### src/rtl/btle_pkg.sv
// Shared definitions for the BTLE TX vco control path: sequencer state
// encoding and default widths.
package btle_pkg;
  localparam int VCO_BIT_WIDTH_DEF          = 16;
  localparam int SIN_COS_ADDR_BIT_WIDTH_DEF = 11;
  localparam int IQ_BIT_WIDTH_DEF           = 8;
  localparam int CNT_WIDTH_DEF              = 16;
  localparam int DRAIN_TIMEOUT_DEF          = 64;
  localparam int SAMPLE_PERIOD_8M           = 2;

  localparam logic [2:0] ST_IDLE  = 3'd0;
  localparam logic [2:0] ST_LOAD  = 3'd1;
  localparam logic [2:0] ST_READY = 3'd2;
  localparam logic [2:0] ST_RUN   = 3'd3;
  localparam logic [2:0] ST_DRAIN = 3'd4;

  typedef enum logic [2:0] {
    IDLE  = ST_IDLE,
    LOAD  = ST_LOAD,
    READY = ST_READY,
    RUN   = ST_RUN,
    DRAIN = ST_DRAIN
  } vco_state_t;
endpackage

### src/rtl/vco_table_loader.sv
// Walks the table ROM once per start pulse and replays each entry into the
// vco RAM write port one clock later, when the ROM data has arrived.
module vco_table_loader #(
  parameter int ADDR_W = 11,
  parameter int IQ_W   = 8
) (
  input  logic                     clk,
  input  logic                     rst_n,
  input  logic                     start,
  output logic                     rd_en,
  output logic [ADDR_W-1:0]        rd_addr,
  input  logic signed [IQ_W-1:0]   rd_cos,
  input  logic signed [IQ_W-1:0]   rd_sin,
  output logic                     wr_en,
  output logic [ADDR_W-1:0]        wr_addr,
  output logic signed [IQ_W-1:0]   wr_cos,
  output logic signed [IQ_W-1:0]   wr_sin,
  output logic                     done
);
  localparam logic [ADDR_W-1:0] LAST = '1;

  always_ff @(posedge clk or negedge rst_n) begin
    if (!rst_n) begin
      rd_en   <= 1'b0;
      rd_addr <= '0;
      wr_en   <= 1'b0;
      wr_addr <= '0;
    end else begin
      wr_en   <= rd_en;
      wr_addr <= rd_en ? rd_addr : '0;
      if (start) begin
        rd_en   <= 1'b1;
        rd_addr <= '0;
      end else if (rd_en) begin
        if (rd_addr == LAST) begin
          rd_en   <= 1'b0;
          rd_addr <= '0;
        end else begin
          rd_addr <= rd_addr + 1'b1;
        end
      end
    end
  end

  // ROM data is only meaningful on write cycles; keep the bus quiet otherwise.
  assign wr_cos = wr_en ? rd_cos : '0;
  assign wr_sin = wr_en ? rd_sin : '0;
  assign done   = wr_en && (wr_addr == LAST);
endmodule

### src/rtl/vco_ctrl.sv
// BTLE TX vco sequencer: table load, sample pacing into the vco, and
// per-packet sample accounting with a drain timeout.
module vco_ctrl
  import btle_pkg::*;
#(
  parameter int VCO_BIT_WIDTH          = VCO_BIT_WIDTH_DEF,
  parameter int SIN_COS_ADDR_BIT_WIDTH = SIN_COS_ADDR_BIT_WIDTH_DEF,
  parameter int IQ_BIT_WIDTH           = IQ_BIT_WIDTH_DEF,
  parameter int SAMPLE_PERIOD          = SAMPLE_PERIOD_8M,
  parameter int CNT_WIDTH              = CNT_WIDTH_DEF,
  parameter int DRAIN_TIMEOUT          = DRAIN_TIMEOUT_DEF
) (
  input  logic                                clk,
  input  logic                                rst_n,
  input  logic                                init_start,
  output logic                                init_done,
  output logic                                table_rd_en,
  output logic [SIN_COS_ADDR_BIT_WIDTH-1:0]   table_rd_addr,
  input  logic signed [IQ_BIT_WIDTH-1:0]      table_rd_cos,
  input  logic signed [IQ_BIT_WIDTH-1:0]      table_rd_sin,
  output logic [SIN_COS_ADDR_BIT_WIDTH-1:0]   cos_table_write_address,
  output logic signed [IQ_BIT_WIDTH-1:0]      cos_table_write_data,
  output logic [SIN_COS_ADDR_BIT_WIDTH-1:0]   sin_table_write_address,
  output logic signed [IQ_BIT_WIDTH-1:0]      sin_table_write_data,
  output logic                                table_write_en,
  input  logic signed [VCO_BIT_WIDTH-1:0]     voltage_in,
  input  logic                                voltage_in_valid,
  input  logic                                voltage_in_last,
  output logic                                voltage_in_ready,
  output logic signed [VCO_BIT_WIDTH-1:0]     voltage_signal,
  output logic                                voltage_signal_valid,
  input  logic                                sin_cos_out_valid,
  output logic                                busy,
  output logic                                pkt_done,
  output logic                                pkt_error,
  output logic [CNT_WIDTH-1:0]                in_cnt,
  output logic [CNT_WIDTH-1:0]                out_cnt
);
  localparam int PACE_W = (SAMPLE_PERIOD > 1) ? $clog2(SAMPLE_PERIOD) : 1;
  localparam logic [PACE_W-1:0] PACE_LOAD = PACE_W'(SAMPLE_PERIOD - 1);
  localparam int DR_W = $clog2(DRAIN_TIMEOUT + 1);
  localparam logic [DR_W-1:0] DR_LAST = DR_W'(DRAIN_TIMEOUT - 1);
  localparam logic [CNT_WIDTH-1:0] CNT_MAX = '1;

  vco_state_t state, state_nxt;
  logic [PACE_W-1:0] pace_cnt;
  logic [DR_W-1:0]   drain_cnt;
  logic err_lat, load_start, load_done, accept, in_pkt;
  logic cnt_match, cnt_over, drain_timeout, finish;
  logic [SIN_COS_ADDR_BIT_WIDTH-1:0] wr_addr;

  vco_table_loader #(
    .ADDR_W (SIN_COS_ADDR_BIT_WIDTH),
    .IQ_W   (IQ_BIT_WIDTH)
  ) u_loader (
    .clk     (clk),
    .rst_n   (rst_n),
    .start   (load_start),
    .rd_en   (table_rd_en),
    .rd_addr (table_rd_addr),
    .rd_cos  (table_rd_cos),
    .rd_sin  (table_rd_sin),
    .wr_en   (table_write_en),
    .wr_addr (wr_addr),
    .wr_cos  (cos_table_write_data),
    .wr_sin  (sin_table_write_data),
    .done    (load_done)
  );

  assign cos_table_write_address = wr_addr;
  assign sin_table_write_address = wr_addr;

  assign in_pkt        = (state == RUN) || (state == DRAIN);
  assign busy          = (state == LOAD) || in_pkt;
  assign load_start    = init_start && ((state == IDLE) || (state == READY));
  // A reload request in READY wins over a sample offered in the same clock.
  assign voltage_in_ready = ((state == RUN) || ((state == READY) && !init_start)) &&
                            (pace_cnt == '0);
  assign accept        = voltage_in_valid && voltage_in_ready;
  assign cnt_match     = (out_cnt == in_cnt);
  assign cnt_over      = (out_cnt > in_cnt);
  assign drain_timeout = (drain_cnt == DR_LAST);

  always_ff @(posedge clk or negedge rst_n) begin
    if (!rst_n) state <= IDLE;
    else        state <= state_nxt;
  end

  always_comb begin
    state_nxt = state;
    finish    = 1'b0;
    unique case (state)
      IDLE:  if (load_start) state_nxt = LOAD;
      LOAD:  if (load_done)  state_nxt = READY;
      READY: begin
        if (load_start)  state_nxt = LOAD;
        else if (accept) state_nxt = voltage_in_last ? DRAIN : RUN;
      end
      RUN:   if (accept && voltage_in_last) state_nxt = DRAIN;
      DRAIN: begin
        if (cnt_match || drain_timeout) begin
          state_nxt = READY;
          finish    = 1'b1;
        end
      end
      default: state_nxt = IDLE;
    endcase
  end

  always_ff @(posedge clk or negedge rst_n) begin
    if (!rst_n) begin
      init_done            <= 1'b0;
      pace_cnt             <= '0;
      drain_cnt            <= '0;
      voltage_signal       <= '0;
      voltage_signal_valid <= 1'b0;
      in_cnt               <= '0;
      out_cnt              <= '0;
      err_lat              <= 1'b0;
      pkt_done             <= 1'b0;
      pkt_error            <= 1'b0;
    end else begin
      if (load_start)                    init_done <= 1'b0;
      else if (state == LOAD && load_done) init_done <= 1'b1;

      if (accept)              pace_cnt <= PACE_LOAD;
      else if (pace_cnt != '0) pace_cnt <= pace_cnt - 1'b1;

      voltage_signal_valid <= accept;
      if (accept) voltage_signal <= voltage_in;

      drain_cnt <= (state == DRAIN) ? drain_cnt + 1'b1 : '0;

      // First sample of a packet restarts the accounting.
      if (state == READY && accept) begin
        in_cnt  <= {{(CNT_WIDTH-1){1'b0}}, 1'b1};
        out_cnt <= '0;
        err_lat <= 1'b0;
      end else if (in_pkt) begin
        if (accept && in_cnt != CNT_MAX)             in_cnt  <= in_cnt + 1'b1;
        if (sin_cos_out_valid && out_cnt != CNT_MAX) out_cnt <= out_cnt + 1'b1;
        if (cnt_over)                                err_lat <= 1'b1;
      end

      pkt_done  <= finish;
      pkt_error <= finish && (!cnt_match || err_lat);
    end
  end
endmodule

### config.mk
export PLATFORM = sky130hd
export DESIGN_NAME = vco_ctrl
export DESIGN_NICKNAME = d
export VERILOG_FILES = /design/src/rtl/btle_pkg.sv /design/src/rtl/vco_table_loader.sv /design/src/rtl/vco_ctrl.sv
export SDC_FILE = /design/constraint.sdc
export NUM_CORES = 1
export LEC_CHECK = 0
export CORE_MARGIN = 2
export CORE_UTILIZATION = 50
export CTS_CLUSTER_DIAMETER = 30
export DETAILED_ROUTE_END_ITERATION = 8
export HOLD_SLACK_MARGIN = 0.03
export PLACE_DENSITY = 0.85
export REMOVE_ABC_BUFFERS = 1
export SYNTH_ARGS = -nofsm -noshare
export SYNTH_HDL_FRONTEND = slang
export SYNTH_SLANG_ARGS = --single-unit
### constraint.sdc
create_clock -name clk -period 5.6 [get_ports clk]
set_input_delay 0.84 -clock clk [delete_from_list [all_inputs] [get_ports clk]]
set_output_delay 0.84 -clock clk [all_outputs]
set_load 0.01 [all_outputs]
==> results of run 1 <==
[power breakdown]
part	internal [uW]	switching (uW)	leakage, uW
Combinational	413	393	0.00147
Sequential	752	144	0.00116
Clock	211	245	0.0000929
[routing by layer]
metal | GRT usage, % | vias up
li1 | - | 1988
met1 | 31.11 | 2025
met2 | 40.67 | 123
met3 | 3.814 | 13
met4 | 7.692 | 0
met5 | 0 | -
[worst max path at each step]
stage | to | slack, ns | depth (start not counted)
floorplan | in_cnt[11] | 3.36 | 5
global placement | voltage_in_ready | 2.52 | 5
detailed placement | voltage_in_ready | 2.50 | 5
CTS | voltage_in_ready | 2.50 | 5
global route | voltage_in_ready | 2.39 | 5
finish | voltage_in_ready | 2.48 | 5
[cell type report]
class,instances,area [um^2],share of cell area [%]
clock buffers,9,123.9,1.969
clock inverters,7,78.83,1.253
inverters,22,82.58,1.313
multi-input cells,369,2270,36.09
flip-flops and latches,87,2177,34.61
well taps,111,138.9,2.208
repair buffers,142,1419,22.56
[cell usage after synthesis, types with 3 or more instances]
cell type,instances
or3_1,4
nand2_1,84
dfrtp_1,87
xnor2_1,21
inv_1,21
mux2i_1,7
o21ai_1,7
buf_2,4
ha_1,20
o21ai_0,18
nand4_1,17
a31oi_1,6
and3_1,6
clkbuf_1,7
xor2_1,4
and2_1,32
and4_1,6
nor3_1,16
nand2b_1,3
nand3_1,15
nor2_1,44
nor4_1,7
a21oi_1,15
buf_4,12
[critical path, delay by kind of cell]
family,cells,cell delay [ns]
buf+inv,2,1.06
simple gates,3,0.37
[state kept, by name, indices dropped and copies added, names as in the netlist]
register,count
state,3
u_loader.rd_addr,11
voltage_signal,16
in_cnt,16
u_loader.wr_addr,11
drain_cnt,7
pace_cnt,1
u_loader.wr_en,1
pkt_error,1
u_loader.rd_en,1
out_cnt,16
init_done,1
pkt_done,1
err_lat,1
[logic make-up (layout without fill, tap and decap cells)]
kind of cell	count (synthesis)	count (layout)	share of synthesized area, %
compound gates	67	67	9.703
flops	87	87	46.51
simple gates	249	249	27.03
xor+xnor	25	25	4.678
fa+ha+maj	20	20	5.346
mux	8	8	1.738
buf+inv	47	180	4.999
[metrics by stage]
step,utilization (%),total power (uW)
after floorplan,-,1262
after global placement,66.51,1672
after detailed placement,66.51,1709
after CTS,68.72,2168
after global routing,68.72,2294
final,68.72,2158
==> run metrics, run 1 <==
per-cell routed wire length=between 15 and 20 um; DR iter-0 viols=~260; Hold Fails Final Rpt=0; most frequent cells in the layout=clkdlybuf4s50_1 (141), dfrtp_1 (87), nand2_1 (84), nor2_1 (44), and2_1 (32); # resized after CTS=0; wire length on met3=between 600 and 700 um; fraction of layout cells with a size suffix above 1=between 5 and 6%; Cell Rows=35; Post-layout nets=roughly 690; top-area cell type share of the netlist area=46.51%; min setup slack post-route=between 2 and 2.5 ns; Clock Root Buffer=clkbuf_8; HPWL after DPL=between 8000 and 9000 um; status=finished clean; area leader, netlist=dfrtp_1; placed instance count=approximately 730; Max-cap violations=0; flops & latches, synth=87; worst hold margin=0.4796 ns; H-tree levels=3; max-slew violation count=0; crit path launch=init_start; DRC viols=0; worst min-delay path endpoint=voltage_signal[14]; CP Capture Type=primary output; I/O pin cnt=between 100 and 150; initial antenna violation count=0; pin count of the biggest net entering global routing=88; Slew @ Worst Pin=1.085 ns; ys async rst share=between 90% and 100%; Final period util=between 50 and 60%; Hold Crit Start=voltage_signal[14]; first-pass GRT wire length=19180 um; post-layout minimum cycle time=3.117 ns; met1 wire length=4989 um; fill cell count=between 700 and 800; TritonRoute pass-1 iters=4; top cells by area, synth=dfrtp_1 (47%), nand2_1 (6.7%), ha_1 (5.3%); Reg2Reg Depth=5; number of global-route vias before repair=4014; Max Used Layer=met4; Lkg Pwr=0.002715 uW; register area share after synthesis=between 40% and 50%; fin area=approximately 0.0063 mm^2; GRT Total Usage=roughly a quarter; vias per cell=5.554; DR WL met2=5982 um; Reg clk slew, reported paths=0.09 ns; Worst-Skew Late Latency=roughly 0.36 ns; Post-synth EDFFs=0; area delta synth->final=34.38%; flop-to-flop setup slack=approximately 3.3 ns; Req. time, crit path=4.76 ns; YS warnings=0; final std cells w/o fill=approximately 750; routed via count=a little over 4000; Max stage delay on crit path=0.57 ns; Die Width=roughly 100 um; clock sinks=between 80 and 90; Worst setup SP type=input pin; Post-CTS Setup Bufs=0; Initial Util=approximately half; Core Area=between 0.009 and 0.01 mm^2; WHS Path Cells=2; clk buf depth=2; RSZ-0062 raised after global routing=no; cell area after synthesis=0.004681 mm^2; Num CTS Buffers=9; R2R Path Start=state[2]; Placer Congestion=~0.94; kind of critical path=input pin to primary output; final setup fails=0; worst reg2reg endpoint=in_cnt[11]; Post-Route Skew=roughly 0.015 ns; Post-synth top flop=dfrtp_1; I/O Buffers=~140; syn_area_per_cell=roughly 9.3 um^2; total routed wirelength=11750 um; most common cell after layout, fill and taps aside=clkdlybuf4s50_1; fmax=between 300 and 400 MHz; Synth cell types=between 50 and 60; CTS Hold Bufs=0; CP most frequent cell=clkdlybuf4s50_1; antenna diode count=0; setup tns final=0 ns; area post-placement=0.006087 mm^2; Syn Inst Count=around 500; Slew HR=27.12%; HP Class=flip-flop to flip-flop; final antenna-violating net count=0; Worst EP arrival=about 2.3 ns; GRT overflow=0; slowest CP cell=clkdlybuf4s50_1; sequence of cells on the critical path=clkdlybuf4s50_1 -> nand2b_1 -> nand2_1 -> nor2_1 -> clkdlybuf4s50_1; Pwr Density=approximately 340 mW/mm^2; crit path max fanout=6; worst slack at placement=~2.5 ns; chip height=100.8 um; maximum VDD drop=around 240 uV; CTS tree=done; die area=about 0.010 mm^2
(Power assumes the default switching activity.)
==> run 2, diff against run 1 <==
Settings changed: CORE_UTILIZATION 50 to 43, PLACE_DENSITY 0.85 to 0.77.
Clock period 5.6 ns to 2.65 ns, I/O delays scaled along.
==> run metrics, run 2 (same netlist as run 1, synthesis figures left out) <==
clk buf depth=2 (unchanged); GRT Total Usage=22.18% (was 23.83%); CTS Hold Bufs=0 (unchanged); Pwr Density=712.2 mW/mm^2 (was 343.1 mW/mm^2); Worst setup SP type=flip-flop (was input pin); fmax=435.9 MHz; Core Area=0.01075 mm^2 (was 0.009153 mm^2); Initial Util=43.56% (was 51.14%); Final period util=between 80% and 90%; vias per cell=5.274 (was 5.554); crit path max fanout=11 (was 6); HPWL after DPL=9477 um (was 8696 um); Max-cap violations=0 (unchanged); Num CTS Buffers=9 (unchanged); Slew @ Worst Pin=0.7181 ns (was 1.085 ns); Die Width=108.3 um (was 100.8 um); Stages on worst setup path=4 (was 5); Reg2Reg Depth=6 (was 5); Post-Route Skew=0.01138 ns (was 0.01482 ns); Cell Rows=38 (was 35); Placer Congestion=0.8668 (was 0.9366); routed via count=4135 (was 4149); die area=0.01174 mm^2 (was 0.01015 mm^2); Reg clk slew, reported paths=0.09 ns (about the same); first-pass GRT wire length=20510 um (was 19180 um); I/O pin cnt=143 (unchanged); Post-CTS Setup Bufs=0 (unchanged); min setup slack post-route=0.3560 ns (was 2.483 ns); Hold Fails Final Rpt=0 (unchanged); final antenna-violating net count=0 (unchanged); kind of critical path=flip-flop to primary output (was input pin to primary output); chip height=108.3 um (was 100.8 um); total routed wirelength=12380 um (was 11750 um); TritonRoute pass-1 iters=5 (was 4); fill cell count=974 (was 706); maximum VDD drop=443.4 uV (was 244.6 uV); Post-layout nets=697 (was 689); Critical path buffers and inverters=1 (was 2); fraction of layout cells with a size suffix above 1=6.211% (was 5.189%); setup tns final=0 ns (unchanged); Sequential Area=0.002177 mm^2 (unchanged); area delta synth->final=36.59% (was 34.38%); DRC viols=0 (unchanged); pin count of the biggest net entering global routing=56 (was 88); antenna diode count=0 (unchanged); total chip power=4553 uW (was 2158 uW); H-tree levels=3 (unchanged); I/O Buffers=142 (unchanged); per-cell routed wire length=15.79 um (was 15.72 um); Max stage delay on crit path=0.55 ns (was 0.57 ns); multi-input logic area=0.002270 mm^2 (unchanged); GRT overflow=0 (unchanged); Req. time, crit path=2.25 ns (was 4.76 ns); slowest CP cell=clkdlybuf4s50_1 (unchanged); number of global-route vias before repair=4251 (was 4014); HP Class=input pin to asynchronous set/reset pin (was flip-flop to flip-flop); DR iter-0 viols=241 (was 262); post-layout minimum cycle time=2.294 ns; # resized after CTS=0 (unchanged); crit-path leading delay family=buffers and inverters (unchanged); Worst EP arrival=1.90 ns (was 2.28 ns); Largest regs=in_cnt x16, out_cnt x16, voltage_signal x16 (unchanged); most frequent cells in the layout=clkdlybuf4s50_1 (141), dfrtp_1 (87), nand2_1 (84), nor2_1 (44), and2_1 (32) (unchanged); max-slew violation count=0 (unchanged); CP Capture Type=primary output (unchanged); final setup fails=0 (unchanged); Clock Root Buffer=clkbuf_8 (unchanged); Worst-Skew Late Latency=0.36 ns (about the same); Slew HR=52.13% (was 27.12%); RSZ-0062 raised after global routing=no (unchanged); clock sinks=87 (unchanged); sequence of cells on the critical path=and2b_1 -> nand2_1 -> nor2_1 -> clkdlybuf4s50_1 (was clkdlybuf4s50_1 -> nand2b_1 -> nand2_1 -> nor2_1 -> clkdlybuf4s50_1); worst slack at placement=0.3908 ns (was 2.498 ns); Final Util=59.50% (was 68.72%); most common cell after layout, fill and taps aside=clkdlybuf4s50_1 (unchanged); Lkg Pwr=0.002755 uW (was 0.002715 uW); initial antenna violation count=0 (unchanged); CTS tree=done (unchanged); status=finished clean (unchanged)
-- run 2: cell count changes in the layout (fill, tap and decap cells not counted) --
| cell | change |
|---|---|
| clkinv_4 | +1 |
| inv_6 | -2 |
| buf_4 | +7 |
| clkbuf_1 | +1 |
| buf_12 | +1 |
-- run 2: worst paths after layout --
kind                                        to  slack (ns)         start
max in group asynchronous       u_loader.wr_en        1.94         rst_n
min in group clk                  drain_cnt[0]        0.46  drain_cnt[0]
min reg2reg                       drain_cnt[0]        0.46  drain_cnt[0]
min                        u_loader.wr_addr[1]        0.07         rst_n
max                           voltage_in_ready        0.36      state[2]
max reg2reg                         in_cnt[11]        0.58     in_cnt[0]
-- run 2: stage by stage --
step	hold slack, ns	area, um^2	instances
after CTS	0.1010	6394	784
after detailed placement	0.4483	6196	768
after global placement	0.4468	6196	768
final	0.07345	6394	784
after floorplan	0.1019	4529	478
after global routing	0.1085	6394	784
-- run 2: metal layers --
metal / GRT usage [%] / part of all wire [%]
met1: 29.18 / 43
met2: 35.71 / 49
met3: 4.521 / 6.0
met4: 9.341 / 2.2
met5: 0 / 0
-- run 2: where the power goes --
group          internal (uW)  leakage (uW)  switching [uW]  total, uW
logic                    896       0.00151             834       1730
registers               1590       0.00116             299       1890
clock network            441     0.0000891             496        936
-- run 2: layout make-up --
cell class | count | share of cell area, %
sequential | 87 | 34.05
inverter | 22 | 1.292
tap | 140 | 2.740
clock inverter | 6 | 1.096
timing repair buffer | 150 | 23.33
multi-input combinational | 369 | 35.50
clock buffer | 10 | 1.996
==> run 3, diff against run 2 <==
Settings changed: GPL_TIMING_DRIVEN set to 0, SETUP_SLACK_MARGIN set to 0.05.
==> run metrics, run 3 (same netlist as run 1, synthesis figures left out) <==
status=finished clean (unchanged); placed instance count=761 (was 768); chip height=108.3 um (unchanged); Critical path buffers and inverters=0 (was 1); Slew @ Worst Pin=1.250 ns (was 0.7181 ns); clk buf depth=2 (unchanged); Clock Root Buffer=clkbuf_8 (unchanged); HPWL after DPL=9011 um (was 9477 um); Initial Util=43.56% (unchanged); vias per cell=5.257 (was 5.274); CTS tree=done (unchanged); Slew HR=16.02% (was 52.13%); Req. time, crit path=2.92 ns (was 2.25 ns); R2R Path Start=state[2] (was in_cnt[0]); DR iter-0 viols=113 (was 241); H-tree levels=3 (unchanged); total internal power=3037 uW (was 2925 uW); I/O pin cnt=143 (unchanged); I/O Buffers=142 (unchanged); CP Capture Type=flip-flop (was primary output); slowest CP cell=dfrtp_1 (was clkdlybuf4s50_1); fraction of layout cells with a size suffix above 1=5.329% (was 6.211%); grt met2 use=36.48% (was 35.71%); most common cell after layout, fill and taps aside=clkdlybuf4s50_1 (unchanged); HP Class=flip-flop to flip-flop (was input pin to asynchronous set/reset pin); Num CTS Buffers=9 (unchanged); Clock Power Share=23.1% (was 20.6%); sequence of cells on the critical path=and2b_1 -> nand3_2 -> a21o_4 -> or4_1 -> o21ai_1 (was and2b_1 -> nand2_1 -> nor2_1 -> clkdlybuf4s50_1); per-cell routed wire length=15.47 um (was 15.79 um); Comb pwr share=36.6% (was 38.0%); Largest regs=in_cnt x16, out_cnt x16, voltage_signal x16 (unchanged); worst reg2reg endpoint=in_cnt[11] (unchanged); pin count of the biggest net entering global routing=65 (was 56); first-pass GRT wire length=19780 um (was 20510 um); initial antenna violation count=0 (unchanged); Final Util=59.50% (unchanged); Post-Route Skew=0.01463 ns (was 0.01138 ns); antenna diode count=0 (unchanged); Max-cap violations=0 (unchanged); Worst setup SP type=flip-flop (unchanged); flop-to-flop setup slack=0.29 ns (was 0.58 ns); post-layout minimum cycle time=2.362 ns (was 2.294 ns); Max stage delay on crit path=0.52 ns (was 0.55 ns); Worst-Skew Late Latency=0.36 ns (about the same); Sw Pwr=1639 uW (was 1629 uW); Net Sw Frac=35.05% (was 35.77%); GRT overflow=0 (unchanged); Core Area=0.01075 mm^2 (unchanged); max-slew violation count=0 (unchanged); clock sinks=87 (unchanged); # resized after CTS=0 (unchanged); Reg2Reg Depth=5 (was 6); final std cells w/o fill=778 (was 784); busiest grt layer=met2 (unchanged); met3 GRT Util=4.340% (was 4.521%); Stages on worst setup path=5 (was 4); Post-layout nets=691 (was 697); Die Width=108.3 um (unchanged); area delta synth->final=36.59% (unchanged); die area=0.01174 mm^2 (unchanged); most frequent cells in the layout=clkdlybuf4s50_1 (141), dfrtp_1 (87), nand2_1 (84), nor2_1 (44), and2_1 (32) (unchanged); TritonRoute pass-1 iters=5 (unchanged); maximum VDD drop=532.7 uV (was 443.4 uV); total routed wirelength=12040 um (was 12380 um); Worst EP arrival=2.63 ns (was 1.90 ns); crit-path leading delay family=simple AND/OR/NAND/NOR gates (was buffers and inverters); number of global-route vias before repair=4092 (was 4251); kind of critical path=flip-flop to flip-flop (was flip-flop to primary output); Pwr Density=731.3 mW/mm^2 (was 712.2 mW/mm^2); setup tns final=0 ns (unchanged); Hold Fails Final Rpt=0 (unchanged); Critical Path Sink=in_cnt[11] (was voltage_in_ready); final setup fails=0 (unchanged); Cell Rows=38 (unchanged); DRC viols=0 (unchanged); crit path launch=state[2] (unchanged); Lkg Pwr=0.002758 uW (was 0.002755 uW); grt met1 use=27.16% (was 29.18%); Reg clk slew, reported paths=0.09 ns (about the same); crit path max fanout=21 (was 11); Final period util=89.15% (was 86.57%); final antenna-violating net count=0 (unchanged); sequential share of power=40.3% (was 41.4%); fmax=423.3 MHz (was 435.9 MHz); RSZ-0062 raised after global routing=no (unchanged); GRT Total Usage=21.47% (was 22.18%); routed via count=4090 (was 4135); Placer Congestion=0.8824 (was 0.8668)
-- run 3: power groups by stage --
stage,Combinational [uW],Sequential (uW),Clock (uW)
2_1_floorplan,698,1970,0
3_3_place_gp,1660,1890,0
3_5_place_dp,1720,1900,0
4_1_cts,1730,1880,1110
5_1_grt,1880,1930,1170
6_report,1710,1880,1080
-- run 3: layout make-up --
cell class                      count  area, um^2
Multi-Input combinational cell    369        2270
Clock buffer                       10       137.6
Fill cell                         949        4352
Sequential cell                    87        2177
Tap cell                          140       175.2
Clock inverter                      6       95.09
Inverter                           22       82.58
Timing Repair Buffer              144        1456
-- run 3: worst min-delay path by stage --
stage	startpoint	endpoint	slack, ns	cells past startpoint
floorplan	rst_n	drain_cnt[0]	0.10	0
global placement	drain_cnt[0]	drain_cnt[0]	0.45	1
detailed placement	rst_n	u_loader.rd_addr[10]	0.33	1
CTS	rst_n	u_loader.rd_addr[10]	0.46	2
global route	rst_n	u_loader.rd_addr[10]	0.47	2
finish	drain_cnt[0]	drain_cnt[0]	0.46	1
-- run 3: per-layer routing --
layer	vias to the layer above	share of wire, %
met5	-	0
met4	0	1.2
met3	12	5.1
met2	108	51
met1	1987	43
li1	1983	-
-- run 3: what timing repair did --
item                      CTS  global route
hold buffers                1             0
hold endpoints to repair   23             0
buffers inserted            0             0
-- run 3: stage by stage --
stage                     total power, uW  hold slack [ns]  worst slack (ns)  area [um^2]
final                                4676           0.4639            0.2875         6394
after global routing                 4979           0.4749           0.07649         6394
after CTS                            4717           0.4643            0.2459         6394
after detailed placement             3619           0.3269          0.002671         6151
after global placement               3547           0.4467            -1.945         6126
after floorplan                      2667           0.1019            0.7090         4529
-- run 3: worst register-to-register path, stage by stage, from the launching register on --
cell and delay [ns]:
dfrtp_1 0.52, and2b_1 0.33, nand3_2 0.44, a21o_4 0.43, or4_1 0.47, o21ai_1 0.10
